**config.mk**
```make
export PLATFORM = sky130hd
export DESIGN_NAME = mem_responder
export DESIGN_NICKNAME = d
export VERILOG_FILES = /design/src/rtl/mem_responder.sv
export SDC_FILE = /design/constraint.sdc
export NUM_CORES = 2
export LEC_CHECK = 0
export ABC_AREA = 1
export BUFFER_PORTS_ARGS = -buffer_cell sky130_fd_sc_hd__buf_2
export CORE_UTILIZATION = 25
export CTS_BUF_LIST = sky130_fd_sc_hd__clkbuf_8 sky130_fd_sc_hd__clkbuf_16
export CTS_CLUSTER_DIAMETER = 50
export DETAILED_ROUTE_END_ITERATION = 12
export PLACE_DENSITY = 0.4
export SLEW_MARGIN = 25
export SYNTH_ARGS = -nofsm -noshare
export SYNTH_HDL_FRONTEND = slang
export SYNTH_SLANG_ARGS = --single-unit
```
**constraint.sdc**
```tcl
create_clock -name clk -period 4.8 [get_ports clk]
set_input_delay 0.48 -clock clk [delete_from_list [all_inputs] [get_ports clk]]
set_output_delay 0.48 -clock clk [all_outputs]
set_load 0.01 [all_outputs]
```
**src/rtl/mem_responder.sv**
```systemverilog
// Word-organised RAM behind a request/ready handshake with a configurable number of wait states.
// Illegal (misaligned or out-of-range) accesses complete normally but raise err and return zero.
module mem_responder #(
  parameter int unsigned DEPTH_WORDS = 64,
  parameter int unsigned LATENCY     = 2
) (
  input  logic        clk,
  input  logic        reset,
  input  logic        req,
  input  logic        we,
  input  logic [31:0] adr,
  input  logic [31:0] wdata,
  output logic [31:0] rdata,
  output logic        ready,
  output logic        err,
  output logic        busy
);

  localparam int unsigned AW = (DEPTH_WORDS > 1) ? $clog2(DEPTH_WORDS) : 1;

  typedef enum logic [1:0] {StIdle, StWait, StResp} state_e;

  state_e      state_q, state_d;
  logic [3:0]  cnt_q, cnt_d;
  logic        we_q;
  logic [31:0] adr_q, wdata_q;
  logic [31:0] rdata_q, rdata_d;
  logic        ready_q, ready_d;
  logic        err_q, err_d;

  logic          capture;
  logic          access;
  logic          acc_we;
  logic [31:0]   acc_adr;
  logic [31:0]   acc_wdata;
  logic          acc_illegal;
  logic [AW-1:0] acc_idx;
  logic          mem_we;

  logic [31:0] mem [DEPTH_WORDS];

  // With zero latency the access happens on the capture edge, so it must use the live inputs.
  assign acc_we    = (state_q == StIdle) ? we    : we_q;
  assign acc_adr   = (state_q == StIdle) ? adr   : adr_q;
  assign acc_wdata = (state_q == StIdle) ? wdata : wdata_q;

  assign acc_illegal = (acc_adr[1:0] != 2'b00) ||
                       ({2'b00, acc_adr[31:2]} >= 32'(DEPTH_WORDS));
  assign acc_idx     = acc_adr[AW+1:2];

  always_comb begin
    state_d = state_q;
    cnt_d   = cnt_q;
    capture = 1'b0;
    access  = 1'b0;
    unique case (state_q)
      StIdle: begin
        if (req) begin
          capture = 1'b1;
          if (LATENCY == 0) begin
            access  = 1'b1;
            state_d = StResp;
          end else begin
            cnt_d   = 4'(LATENCY);
            state_d = StWait;
          end
        end
      end
      StWait: begin
        cnt_d = cnt_q - 4'd1;
        if (cnt_q == 4'd1) begin
          access  = 1'b1;
          state_d = StResp;
        end
      end
      StResp: begin
        state_d = StIdle;
      end
      default: begin
        state_d = StIdle;
      end
    endcase
  end

  // Response registers: ready/err only live for the RESP cycle, rdata holds until the next read.
  always_comb begin
    ready_d = 1'b0;
    err_d   = 1'b0;
    rdata_d = rdata_q;
    if (access) begin
      ready_d = 1'b1;
      err_d   = acc_illegal;
      if (acc_illegal) begin
        rdata_d = '0;
      end else if (!acc_we) begin
        rdata_d = mem[acc_idx];
      end
    end
  end

  always_ff @(posedge clk or posedge reset) begin
    if (reset) begin
      state_q <= StIdle;
      cnt_q   <= '0;
      rdata_q <= '0;
      ready_q <= 1'b0;
      err_q   <= 1'b0;
    end else begin
      state_q <= state_d;
      cnt_q   <= cnt_d;
      rdata_q <= rdata_d;
      ready_q <= ready_d;
      err_q   <= err_d;
    end
  end

  always_ff @(posedge clk or posedge reset) begin
    if (reset) begin
      we_q    <= 1'b0;
      adr_q   <= '0;
      wdata_q <= '0;
    end else if (capture) begin
      we_q    <= we;
      adr_q   <= adr;
      wdata_q <= wdata;
    end
  end

  // Reset blocks the commit so an aborted or not-yet-started write never reaches the array.
  assign mem_we = access && acc_we && !acc_illegal && !reset;

  always_ff @(posedge clk) begin
    if (mem_we) begin
      mem[acc_idx] <= acc_wdata;
    end
  end

  assign rdata = rdata_q;
  assign ready = ready_q;
  assign err   = err_q;
  assign busy  = (state_q != StIdle);

endmodule

```
* After elaboration in Yosys (flattened, before gate mapping)
Memories as Yosys holds them, arrays and structs flattened.
Index checks and enable logic that the tools add are counted.
** Storage, ports and cells
- Register bits after elaboration :: 105
- Output and inout port bits :: 35
- Memories kept :: 1
- RAM bits :: 2048
- Word-level logic and storage cells :: 47
- Input port bits :: 68
** Memories
- mem :: words 64, width 32, read ports 1, clocked after Yosys merged registers in 0, write ports 1, RTL line 40 : logic [31:0] mem [DEPTH_WORDS];
** Cells by class
- Equality and inequality tests :: 5
- Reductions and logical operators :: 13
- Add/sub/neg operators :: 1
- Order comparisons :: 1
- Multiplexer cells :: 18
** Operator list (number)
- 32-bit 2-to-1 mux :: 4
- 30-bit by 7-bit greater-or-equal comparator with 1-bit output, second input constant :: 1
- 1-bit 2-to-1 mux :: 9
- 4-bit case mux with 2 select lines :: 1
- 2-bit AND reduction :: 3
- 2-bit nonzero test :: 3
- 4-bit by 1-bit == test with 1-bit output, second input constant :: 1
- 2-bit 2-to-1 mux :: 2
- 4-bit 2-to-1 mux :: 1
- 2-bit inequality test, second input constant :: 2
- 2-bit case mux with 2 select lines :: 1
- 4-bit by 1-bit subtractor with 4-bit output, second input constant :: 1
- 1-bit logical AND :: 3
- 2-bit by 1-bit == test with 1-bit output, second input constant :: 1
- 1-bit zero test :: 2
- 2-bit zero test :: 1
- 2-bit by 1-bit inequality test with 1-bit output, second input constant :: 1
- 1-bit logical OR :: 1

* Logic depth before layout (Yosys ltp)
- Word-level depth :: 9
- Mapped depth :: 18
- Mapped depth without buffers :: 15

* Worst setup path before layout
Ideal clock, no wire load.
- Path type :: reg2reg
- Start :: register state_q[1]
- End :: memory mem[54][0], enable pin
- Clock period less this slack :: 4486 ps
- Library setup time :: 461 ps
- Data arrival time :: 4024 ps
- Cell stages (with the launch flop) :: 10
- Slack :: 314 ps
- Cells stage by stage :: dfrtp_1 > nor2_4 > buf_4 > nand2_1 > o21ai_2 > inv_1 > nor3_2 > clkbuf_1 > nand2_1 > nor3_1
** Between the ends
- Cells in the longest elaborated chain, start to end :: 9
- Elaborated cells on any way between the ends :: 14
** Ends and longest elaborated chain
- from (decl) :: RTL line 23 : state_e state_q, state_d;
- from (signal assigned) :: RTL line 103 : state_q <= StIdle;
- from (signal assigned) :: RTL line 109 : state_q <= state_d;
- 2-bit zero test :: RTL line 43, 44
- 32-bit 2-to-1 mux :: RTL line 44 : assign acc_adr = (state_q == StIdle) ? adr : adr_q;
- 30-bit by 7-bit greater-or-equal comparator with 1-bit output / 2-bit nonzero test (equally long branches) :: RTL line 48, 47
- 1-bit logical OR :: RTL line 47 : assign acc_illegal = (acc_adr[1:0] != 2'b00) ||
- 1-bit zero test :: RTL line 130 : assign mem_we = access && acc_we && !acc_illegal && !reset;
- 1-bit logical AND (2 in series) :: RTL line 130
- 1-bit 2-to-1 mux :: RTL line 133 : if (mem_we) begin
- 1-bit 2-to-1 mux (implied by the code) :: RTL line 134 : mem[acc_idx] <= acc_wdata;
- to (decl) :: RTL line 40
Several ways; a longest one is shown, not always the timed one.

* Worst setup path after layout
- Start :: register state_q[1]
- End :: register rdata_q[12] (netlist: rdata[12])
** Between the ends
- Cells in the longest elaborated chain, start to end :: 6
- Elaborated cells on any way between the ends :: 13
** Ends and longest elaborated chain
- 2-bit zero test :: RTL line 43, 44
- 32-bit 2-to-1 mux :: RTL line 44
- 30-bit by 7-bit greater-or-equal comparator with 1-bit output / 2-bit nonzero test (equally long branches) :: RTL line 48, 47
- 1-bit logical OR :: RTL line 47
- 2-bit by 1-bit inequality test with 1-bit output (no source line)
- 2-bit AND reduction (no source line)
- to (signal assigned) :: RTL line 111 : rdata_q <= rdata_d;
- to (decl) :: RTL line 27 : logic [31:0] rdata_q, rdata_d;
Several ways; a longest one is shown, not always the timed one. The select of a mux whose other input is x is not followed.
A chain may end at the register's enable or synchronous reset.

==> impl.org <==
** Synthesis
- The netlist uses 27 different library cells.
- In this run the cell area of the synthesized design comes to 0.0888 mm^2.
- Multiplexer area fraction after synthesis :: 0
- Mapped Avg Cell Area :: 10.8 um^2
- When the netlist entered floorplanning its net count stood at 8,292.
- Of the total synthesized cell area, the portion taken by full adders, half adders and majority gates is 0.000282.
- The share of synthesized area in the top cell type comes to 0.693.
- The largest total area in the synthesized netlist belongs to edfxtp_1.
- Synth warnings :: 0
- The share of the Yosys chip area taken by registers is 0.722.
- Counting flops and latches in the post-synthesis netlist gives 2,153.
- Post-synthesis compound-gate area fraction :: 0.0261
- Dominant combinational cell family by area after synthesis :: simple AND/OR/NAND/NOR gates
- Synthesized instance count :: 8,222
- Of the total synthesized cell area, the portion taken by AND, OR, NAND and NOR gates is 0.200.
- In the post-synthesis netlist, the biggest area contributors are edfxtp_1 (69%), nand2_1 (14%), nand3_1 (3.2%), inv_1 (3.1%), dfrtp_1 (3.0%).
- Area share of xor/xnor cells in the synthesized design :: 0

** Clock network
- TritonCTS buffer count :: 273
- TritonCTS Sinks :: 2,153
- The clock tree synthesis step divided the H-tree into 5 levels.
- CTS max path bufs :: 4
- Root Buffer Master :: clkbuf_16
- Clock insertion delay at the later pin of the skew report :: 880 ps
- TritonCTS built the clock tree.
- Post-CTS Setup Repair Bufs :: 0
- Clk slew on worst S/H paths :: 60 ps

** Placed design
- In this run, placement finished with an instance count of 12,925.
- Timing analysis after detailed placement gives a worst setup slack of 552 ps.
- The count of buffers added on input and output ports is 102.
- Routability-driven placement finished with a final weighted congestion of 0.890.
- The placed instances occupy a cell area of 0.0975 mm^2.
- Detailed placement finished with a half-perimeter wire length of 192,000 um.

** Detailed routing
- The count of nets left with antenna violations once routing finished came out at 0.
- Remaining design rule violation count :: 0
- For this block, the initial DRC count from the detailed router was 5,674.
- Final routed wire length divided by cell count :: 23.6 um
- Total Routed Length :: 318,000 um
- Dividing the detail-routed via count by the number of cells gives 4.46.
- The first detailed-routing pass took 6 iterations.
- Total via count in the routed design :: 60,055

** Setup path
- Endpoint kind of the worst setup timing path :: flop
- Setup slack on the worst flop-to-flop path :: 570 ps
- Data arrival time of the critical path :: 5040 ps
- STA classifies the critical path startpoint as a flop.
- The worst register-to-register path begins at state_q[1]$_DFFE_PP0P_.
- The critical path in this run is classified as reg2reg.
- Maximum fanout along the worst path :: 94
- Depth of the worst register-to-register path :: 15
- Data on the critical path is required at its endpoint by 5610 ps.
- In this run the critical register-to-register path is captured at rdata[12]$_DFFE_PP0P_.

** Finish
- The finished layout holds 13,480 standard cells, fillers aside.
- Fraction of the core area covered by cells at the end of the flow :: 0.303
- Final Net Count :: 8,607
- Fraction of final layout cells sized beyond drive strength 1 :: 0.103
- Growth of design area from synthesis to finish :: 20.4%
- The library cell used most frequently in the layout, excluding fill and tap cells, is nand2_1.
- Final instance area :: 0.107 mm^2
- In the layout the commonest cells are nand2_1 (3,335), edfxtp_1 (2,048), inv_1 (787), nand3_1 (575), o21ai_0 (361).

** Floorplan
- The initialized floorplan defines 218 standard-cell rows.
- From bottom edge to top edge, the die measures 598 um.
- The die covers 0.358 mm^2.
- Number of ports placed on the die boundary :: 103
- Die outline width :: 598 um
- Core Box Area :: 0.353 mm^2
- For this configuration, the core starts out at a cell density of 0.252.

** STA
- The routed design could run at a clock period as short as 4230 ps.
- Setup tns final :: 0 ps
- The clock arrives with 64.9 ps of skew.
- Setup repair after global routing left no endpoint under its margin.
- In this run the tightest slew margin relative to its limit is 0.227.
- Max Freq :: 0.236 GHz
- The worst path meets setup with 570 ps of slack.
- Count of final max-slew check failures :: 0
- Of the available clock period, the critical path in the final layout requires 0.881.
- Slew at the pin closest to its max-slew limit :: 1150 ps
- The hold violation total from the final report was 0.
- Setup violation total in the final timing report :: 0

** GRT
- Largest net degree at the start of global routing :: 95
- The total overflow left after global routing is 0.
- Total global routing track utilization :: 0.175
- Vias in the first global route :: 58,118
- Antenna violations before repair :: 37
- Wire length of the first global-routing pass :: 448,000 um

** Flow run
- Maximum Capacitance Violations :: 0

** Power
- In this run the power density over the cells is 713 mW/mm^2.
- VDD sags by at most 0.667 mV.
- Summed over all cells, the static leakage comes to 41.6 nW.

** Hold path
- In this run the most critical hold path is launched from req.
- End point of the worst hold path :: adr_q[23]$_DFFE_PP0P_
- In this run the worst hold path is classified as in2reg.
- Along the worst hold path, the cell count comes to 5.

** Outcome
- Status :: finished clean
## metrics by stage
step	power, mW	hold slack, ps
finish	76.3	249
global route	79.9	292
CTS	77.1	233
detailed placement	56.7	465
global placement	56.5	464
floorplan	40.3	448
## state kept, by name, indices dropped and copies added (netlist names)
signal	cells
adr_q	32
wdata_q	32
state_q	2
ready	1
rdata	32
err	1
we_q	1
mem	2048
cnt_q	4
## cells by family after synthesis
kind of cell	after synthesis
flops	2153
compound gates	461
buf+inv	1162
simple gates	4444
fa+ha+maj	2
## timing repair
action	in CTS	in global routing
resized for setup	0	0
hold buffers	66	0
hold endpoints to repair	109	0
## worst max-delay path by stage
stage                                      start                     to  slack [ps]  depth (start not counted)
after floorplan           state_q[1]$_DFFE_PP0P_   mem[54][0]$_DFFE_PP_         310                          9
after global placement    state_q[0]$_DFFE_PP0P_  rdata[12]$_DFFE_PP0P_         490                         17
after detailed placement  state_q[1]$_DFFE_PP0P_  rdata[12]$_DFFE_PP0P_         550                         15
after CTS                 state_q[1]$_DFFE_PP0P_  rdata[12]$_DFFE_PP0P_         550                         15
after global routing      state_q[1]$_DFFE_PP0P_  rdata[12]$_DFFE_PP0P_         320                         15
final                     state_q[1]$_DFFE_PP0P_  rdata[12]$_DFFE_PP0P_         570                         15
## cells in the mapped netlist
| cell type | n |
|---|---|
| dfrtp_1 | 105 |
| ha_1 | 2 |
| buf_4 | 3 |
| nor3_1 | 10 |
| nor3_2 | 3 |
| clkbuf_1 | 249 |
| nor2_4 | 1 |
| o21ai_1 | 1 |
| and2_1 | 1 |
| nor3_4 | 1 |
| nor2_1 | 382 |
| edfxtp_1 | 2048 |
| nand3_1 | 575 |
| inv_1 | 742 |
| a22oi_1 | 1 |
| clkinv_1 | 1 |
| nand4_1 | 128 |
| o211ai_1 | 1 |
| buf_1 | 24 |
| nand2_1 | 3342 |
| a21oi_1 | 61 |
| buf_2 | 141 |
| o21ai_2 | 2 |
| o21ai_0 | 394 |
| a31oi_1 | 1 |
| nand3b_1 | 1 |
| inv_2 | 2 |
## power by group
| part | internal (mW) | switching, mW | total (mW) |
|---|---|---|---|
| sequential | 24.3 | 0.130 | 24.5 |
| clock | 12.0 | 8.14 | 20.2 |
| combinational | 6.55 | 25.1 | 31.6 |
| total | 42.9 | 33.4 | 76.3 |
## critical path, stage by stage (launching register included)
cell	delay, ps
dfrtp_1	420
nor2_4	400
nand2_1	170
nand2_4	560
buf_12	440
buf_12	340
o21ai_0	120
nand2_1	60
nand2_1	60
nand2_1	60
nand2_1	140
nand2_1	170
nand2_1	60
nor2_1	710
nand3_1	170
nand2_1	110
## cell type report
cell class              count  area (um^2)
diodes                     13         32.5
clock buffers             293         7220
clock inverters           182         1530
fillers                 36271       246000
inverters                 745         2800
multi-input cells        4907        21100
flip-flops and latches   2153        64100
well taps                4730         5920
repair buffers            457         4240
## routing by layer
layer | wire (um) | GRT usage | up-vias
li1 | - | - | 27899
met1 | 144000 | 0.244 | 30057
met2 | 146000 | 0.279 | 1659
met3 | 16600 | 0.0241 | 434
met4 | 11200 | 0.0587 | 6
met5 | 46 | 0 | -
Power figures use the tool's default switching activity.
